==> src/rtl/program_loader_pkg.sv <==
// Shared definitions for the Aeolus writable program store: state encoding
// and default memory geometry.
package program_loader_pkg;

  localparam int DEFAULT_DEPTH = 16;
  localparam int DEFAULT_WIDTH = 4;
  localparam int CPU_ADDR_W    = 4;

  typedef enum logic [1:0] {
    RELEASE = 2'd0,
    RUN     = 2'd1,
    LOAD    = 2'd2,
    FULL    = 2'd3
  } state_t;

endpackage

==> src/rtl/program_loader_edge_sync.sv <==
// Synchroniser for one asynchronous board input, with single-cycle rise and
// fall pulses derived from the synchronised level.
module edge_sync #(
  parameter int SYNC_STAGES = 2
) (
  input  logic clk,
  input  logic reset,
  input  logic async_in,
  output logic level,
  output logic rise,
  output logic fall
);

  logic [SYNC_STAGES-1:0] sync_q;
  logic                   prev_q;

  // Shift form keeps the chain legal even for a single stage.
  always_ff @(posedge clk) begin
    if (reset) begin
      sync_q <= '0;
      prev_q <= 1'b0;
    end else begin
      sync_q <= (sync_q << 1) | SYNC_STAGES'(async_in);
      prev_q <= sync_q[SYNC_STAGES-1];
    end
  end

  assign level = sync_q[SYNC_STAGES-1];
  assign rise  = level & ~prev_q;
  assign fall  = ~level & prev_q;

endmodule

==> src/rtl/program_loader.sv <==
// Writable program store: loads instructions from switches in LOAD mode and
// serves registered PC fetches to the CPU in every mode.
module program_loader
  import program_loader_pkg::*;
#(
  parameter int DEPTH       = DEFAULT_DEPTH,
  parameter int WIDTH       = DEFAULT_WIDTH,
  parameter int SYNC_STAGES = 2
) (
  input  logic                  clk,
  input  logic                  reset,
  input  logic                  loadMode,
  input  logic                  writeStrobe,
  input  logic [WIDTH-1:0]      dataIn,
  input  logic [CPU_ADDR_W-1:0] addressIn,
  output logic [WIDTH-1:0]      dataOut,
  output logic                  cpuReset,
  output logic [CPU_ADDR_W-1:0] writeAddr,
  output logic                  full
);

  localparam int                ADDR_W    = $clog2(DEPTH);
  localparam logic [ADDR_W-1:0] LAST_ADDR = ADDR_W'(DEPTH - 1);

  logic load_level, load_rise, load_fall;
  logic strobe_level, strobe_rise, strobe_fall;
  logic unused_edges;

  state_t            state_q, state_d;
  logic [ADDR_W-1:0] write_addr_q;
  logic              full_q;
  logic              cpu_reset_q, cpu_reset_d;
  logic              do_write, last_write, enter_load;
  logic [ADDR_W-1:0] rd_addr;

  logic [WIDTH-1:0] mem [DEPTH] = '{default: '0};

  edge_sync #(.SYNC_STAGES(SYNC_STAGES)) u_load_sync (
    .clk      (clk),
    .reset    (reset),
    .async_in (loadMode),
    .level    (load_level),
    .rise     (load_rise),
    .fall     (load_fall)
  );

  edge_sync #(.SYNC_STAGES(SYNC_STAGES)) u_strobe_sync (
    .clk      (clk),
    .reset    (reset),
    .async_in (writeStrobe),
    .level    (strobe_level),
    .rise     (strobe_rise),
    .fall     (strobe_fall)
  );

  // Mode changes follow the synchronised level, so only strobe rises matter.
  assign unused_edges = ^{load_rise, load_fall, strobe_level, strobe_fall};

  always_ff @(posedge clk) begin
    if (reset) begin
      state_q      <= RELEASE;
      write_addr_q <= '0;
      full_q       <= 1'b0;
      cpu_reset_q  <= 1'b1;
    end else begin
      state_q     <= state_d;
      cpu_reset_q <= cpu_reset_d;
      if (enter_load) begin
        write_addr_q <= '0;
        full_q       <= 1'b0;
      end else if (do_write) begin
        write_addr_q <= last_write ? '0 : write_addr_q + 1'b1;
        if (last_write) full_q <= 1'b1;
      end
    end
  end

  always_comb begin
    state_d = state_q;
    case (state_q)
      RELEASE: state_d = RUN;
      RUN:     if (load_level) state_d = LOAD;
      LOAD: begin
        if (!load_level)
          state_d = RELEASE;
        else if (strobe_rise && write_addr_q == LAST_ADDR)
          state_d = FULL;
      end
      FULL:    if (!load_level) state_d = RELEASE;
      default: state_d = RELEASE;
    endcase
  end

  // cpuReset is registered from the next state so the CPU sees a clean level.
  always_comb begin
    do_write    = (state_q == LOAD) && strobe_rise;
    last_write  = do_write && (write_addr_q == LAST_ADDR);
    enter_load  = (state_q == RUN) && load_level;
    cpu_reset_d = (state_d != RUN);
  end

  always_ff @(posedge clk) begin
    if (do_write) mem[write_addr_q] <= dataIn;
  end

  assign rd_addr = ADDR_W'(addressIn);

  always_ff @(posedge clk) begin
    if (reset) dataOut <= '0;
    else       dataOut <= mem[rd_addr];
  end

  assign cpuReset  = cpu_reset_q;
  assign writeAddr = CPU_ADDR_W'(write_addr_q);
  assign full      = full_q;

endmodule

==> config.mk <==
export PLATFORM = sky130hd
export DESIGN_NAME = program_loader
export DESIGN_NICKNAME = d
export VERILOG_FILES = /design/src/rtl/program_loader_pkg.sv /design/src/rtl/program_loader_edge_sync.sv /design/src/rtl/program_loader.sv
export SDC_FILE = /design/constraint.sdc
export NUM_CORES = 1
export LEC_CHECK = 0
export CORE_ASPECT_RATIO = 1.1
export CORE_MARGIN = 4
export CORE_UTILIZATION = 40
export CTS_BUF_LIST = sky130_fd_sc_hd__clkbuf_4 sky130_fd_sc_hd__clkbuf_8
export DETAILED_ROUTE_END_ITERATION = 8
export PLACE_DENSITY = 0.67
export SLEW_MARGIN = 5
export SYNTH_ARGS = -nofsm -noshare
export SYNTH_HDL_FRONTEND = slang
export SYNTH_SLANG_ARGS = --single-unit
==> constraint.sdc <==
create_clock -name clk -period 3.85 [get_ports clk]
set_input_delay 0.77 -clock clk [delete_from_list [all_inputs] [get_ports clk]]
set_output_delay 0.77 -clock clk [all_outputs]
set_load 0.005 [all_outputs]
Word-level counts from Yosys, hierarchy flattened. Memories as Yosys holds them, arrays and structs flattened. A register that Yosys moved wholly into a read port is not among the register bits. Index checks and enable logic that the tools add are counted. Widths: inputs -> output; s select.

Add/subtract/negate cells: 1. Multiply operators: 0. Divide/modulo/power cells: 0. $lt $le $gt $ge: 0. Eq/ne operators: 5. Shift operators: 0. Mux-type cells: 8. Bitwise operators: 4. Reduce and logical (&&, ||, !) cells: 7.

Operators by type and width (count): $mux 2 (4); $pmux 2 s4 (1); $add 4x1->4 const B (1); $eq 2x2->1 const B (2); $eq 4x4->1 const B (1); $logic_and 1x1->1 (4); $mux 4 (1); $or 2x1->2 (2); $eq 2x1->1 const B (1); $logic_not 2->1 (1); $mux 1 (2); $ne 2x1->1 const B (1); $reduce_and 2->1 (1); $reduce_or 2->1 (1); $and 1x1->1 (1); $not 1->1 (1).

Flip-flop bits (word level): 13. Latch bits: 0. Memory bits (writable): 64. ROM bits: 0. Bits of input ports: 12. Output and inout port bits: 10. Logic and storage cells: 33. Memories: 1.

Memory list: mem (words 16, bits a word 4, read ports 1, clocked after Yosys merged registers in 1, wr ports 1, line program_loader.sv:36) `logic [WIDTH-1:0] mem [DEPTH] = '{default: '0};`.

Longest topological paths before layout.
Depth after elaboration: 7. Mapped depth: 5. Gate-level depth less buffers: 4.

Modules after synthesis. A second synthesis with hierarchy kept.

Cells, all modules: 203. Area total of the unflattened synthesis: 3195.6 um2.

Modules (own cells, without submodules): program_loader (times used 1, cells an instance 187, area each 3012.9 um2); edge_sync (times used 2, cells an instance 8, area each 91.3 um2).

Least setup slack after synthesis. No wires, ideal clock.

Path type: input-to-reg. Start: in addressIn[0]. End: reg dataOut[0], read port of mem. Setup time: 127 ps. Arrival: 1642 ps. Slack: 2081 ps. Cell stages on the path: 4. Path buffers: 1. Cell sequence: buf_6 mux4_2 a32oi_1 o211ai_1.

RTL lines: start: declaration (line program_loader.sv:15) `input logic [CPU_ADDR_W-1:0] addressIn,`; end: declaration (line program_loader.sv:16) `output logic [WIDTH-1:0] dataOut,`.

==> run summary <==
Status = finished clean
Netlist cell types = 32
Post-CTS sizing = 0
RSZ-0062 raised after global routing = no
PwrDens = 429 nW/µm²
Area delta synth->final = 15.0%
I/O Buffers = 21
Crit path buf inv count = 2
Vias in the first global route = 1786
Number of buffers created by CTS = 9
Hold_ws = 0.441 ns
Post-CTS Setup Bufs = 0
First-pass GRT wire length = 9.53 mm
Async set-reset flop share out of synthesis = 0%
FF+latch area = 2260 µm²
Clk_skew = 0.00893 ns
CTS hold repair buffers = 0
CTS tree = built
Critical Path Source Type = input pin
Antenna cells = 0
Static Leak = 0.00116 µW
Ys Warns = 0
Fin nets = 240
Pin count of the biggest net entering global routing = 17
Crit path cell chain = clkdlybuf4s50_1 > buf_4 > mux2i_1 > a22oi_1 > a22oi_1 > o211ai_1
Final period utilization = 66.0%
Clock Sinks = 81
Commonest cells post-synth = edfxtp_1, nor2_1, dfxtp_1, nand2_1
Multi-input logic area = 853 µm²
Cell Area, Synth = 3180 µm²
Worst-path clk slew = 0.08 ns
Slew margin rel. = 48.2%
Area contributors post-synth = edfxtp_1, dfxtp_1, mux4_2
Largest area contributor in the synthesized netlist = edfxtp_1
DRT antenna net count = 0
Starting Density = 41.8%
Total Wirelength = 6.00 mm
Wire length per cell = 17.9 µm
Most Frequent Cell on Critical Path = a22oi_1
Die X-Extent = 93.0 µm
Cell Rows = 33
First-pass iteration count of the detailed router = 4
Overflow after GRT = 0
Routed vias = 1719
CTS max path bufs = 2
Max-cap violation count = 0
Critical Path End Type = register
Setup violators final = 0
GRT Util Overall = 13.8%
Worst slack, placed = 0.902 ns
Transition time of the tightest slew-check pin = 0.771 ns
Core area = 7600 µm²
Syn Inst Count = 199
Worst skew pair latency = 0.34 ns
TNS Setup = 0 ns
Final GP Congestion = 0.834
Syn Nets = 215
Final Max Tran Viols = 0
Worst path required time = 4.06 ns
Sequential fraction of the synthesis area = 71.2%
EDFF count, synth = 64
Worst Path Arrival = 2.76 ns
Root Buffer = clkbuf_8
Post-synth top area share = 60.5%
VDD IR max = 0.211 mV
Mapped Avg Cell Area = 16.0 µm²
Antenna violations before repair = 0
Hold crit path type = reg -> reg
Non-filler cells in the finished layout = 334
Final min period = 2.54 ns
Post-route design area = 3650 µm²
Kind of critical path = in -> reg
Area after DPL = 3480 µm²
Ports = 22
Main flop type after synthesis = edfxtp_1
Drt drc = 0
DR iter-0 viols = 84
Worst path slowest cell = clkdlybuf4s50_1
Max Clock Freq = 394 MHz
Most common cell in the netlist = edfxtp_1
Vias per std cell = 5.15
Placed cells = 318
CP Max Fanout = 11
Seq cells post-synth = 81
Share of cells above drive strength 1 = 11.8%
Htree depth = 3
Max incr delay on CP = 0.93 ns
Die extent in y = 101 µm
Worst setup margin = 1.31 ns
Worst path top cell family by delay = buffers and inverters
DP HPWL = 4.13 mm
Endpoints failing hold = 0
FILL cells = 681
Die area = 9430 µm²
## path summary, 6_finish.rpt
check | start | end | slack, ns | cells after the start
worst min-delay path | u_load_sync.sync_q[0]$_SDFF_PP0_ | u_load_sync.sync_q[1]$_SDFF_PP0_ | 0.44 | 1
worst min register to register | u_load_sync.sync_q[0]$_SDFF_PP0_ | u_load_sync.sync_q[1]$_SDFF_PP0_ | 0.44 | 1
worst max register to register | state_q[1]$_SDFF_PP0_ | mem[0][1]$_DFFE_PP_ | 1.86 | 4
worst max-delay path | addressIn[0] | dataOut[1]$_SDFF_PP0_ | 1.31 | 6
## cell usage in the layout (no fill, tap or decap)
cell type	Yosys	routed
a21oi_1	2	2
a22oi_1	3	3
a2bb2oi_1	1	1
a32oi_1	3	3
and2_1	1	1
and4_1	1	1
buf_4	0	2
clkbuf_8	0	9
clkdlybuf4s50_1	0	21
clkinv_1	0	2
clkinv_4	0	2
clkinvlp_4	0	3
dfxtp_1	17	17
edfxtp_1	64	64
ha_1	4	4
inv_1	2	2
mux2i_1	10	10
mux4_1	1	1
mux4_2	10	10
nand2_1	13	13
nand2b_1	2	2
nand3_1	6	6
nand4_1	3	3
nor2_1	20	20
nor2b_1	10	10
nor3_1	5	5
nor3b_1	1	1
nor4bb_1	1	1
o2111ai_1	1	1
o211ai_1	4	4
o21ai_0	1	1
o21ba_2	1	1
o21bai_1	1	1
xnor2_1	1	1
xor2_1	1	1
## report_power, final
| part | internal (µW) | switching [µW] |
|---|---|---|
| combinational | 39.7 | 40.9 |
| sequential | 949 | 3.00 |
| clock | 231 | 302 |
## cell families (layout without fill, tap and decap cells)
kind of cell,after synthesis,after routing,synth area share [%]
flip-flops,81,81,71.2
AND/OR/NAND/NOR,63,63,9.61
multiplexers,21,21,11.1
AO/OA/AOI/OAI,17,17,4.06
buffers and inverters,11,41,1.89
adder cells (fa/ha/maj),4,4,1.58
XOR/XNOR,2,2,0.552
## metal layers
layer	vias up	global-route usage, %	part of all wire (%)
li1	808	-	-
met1	858	17.9	44
met2	43	22.3	51
met3	10	3.64	3.8
met4	0	5.30	1.8
met5	-	0	0
## cell type report
type	count	share of cell area [%]
Sequential cell	81	62.0
Multi-Input combinational cell	107	23.4
Timing Repair Buffer	23	6.17
Tap cell	105	3.60
Clock buffer	9	3.39
Clock inverter	7	1.30
Inverter	2	0.206
## stage by stage
stage	total power (µW)	util (%)
final	1570	48.1
after detailed placement	1050	45.8
after global placement	1050	45.8
after floorplan	1010	-
after global routing	1640	48.1
after CTS	1580	48.1
## sequential cells by signal, indices dropped and copies added (netlist names), 2 cells and up
| signal | flops |
|---|---|
| writeAddr | 4 |
| mem | 64 |
| u_strobe_sync.sync_q | 2 |
| u_load_sync.sync_q | 2 |
| state_q | 2 |
| dataOut | 4 |
(Power assumes the default switching activity.)
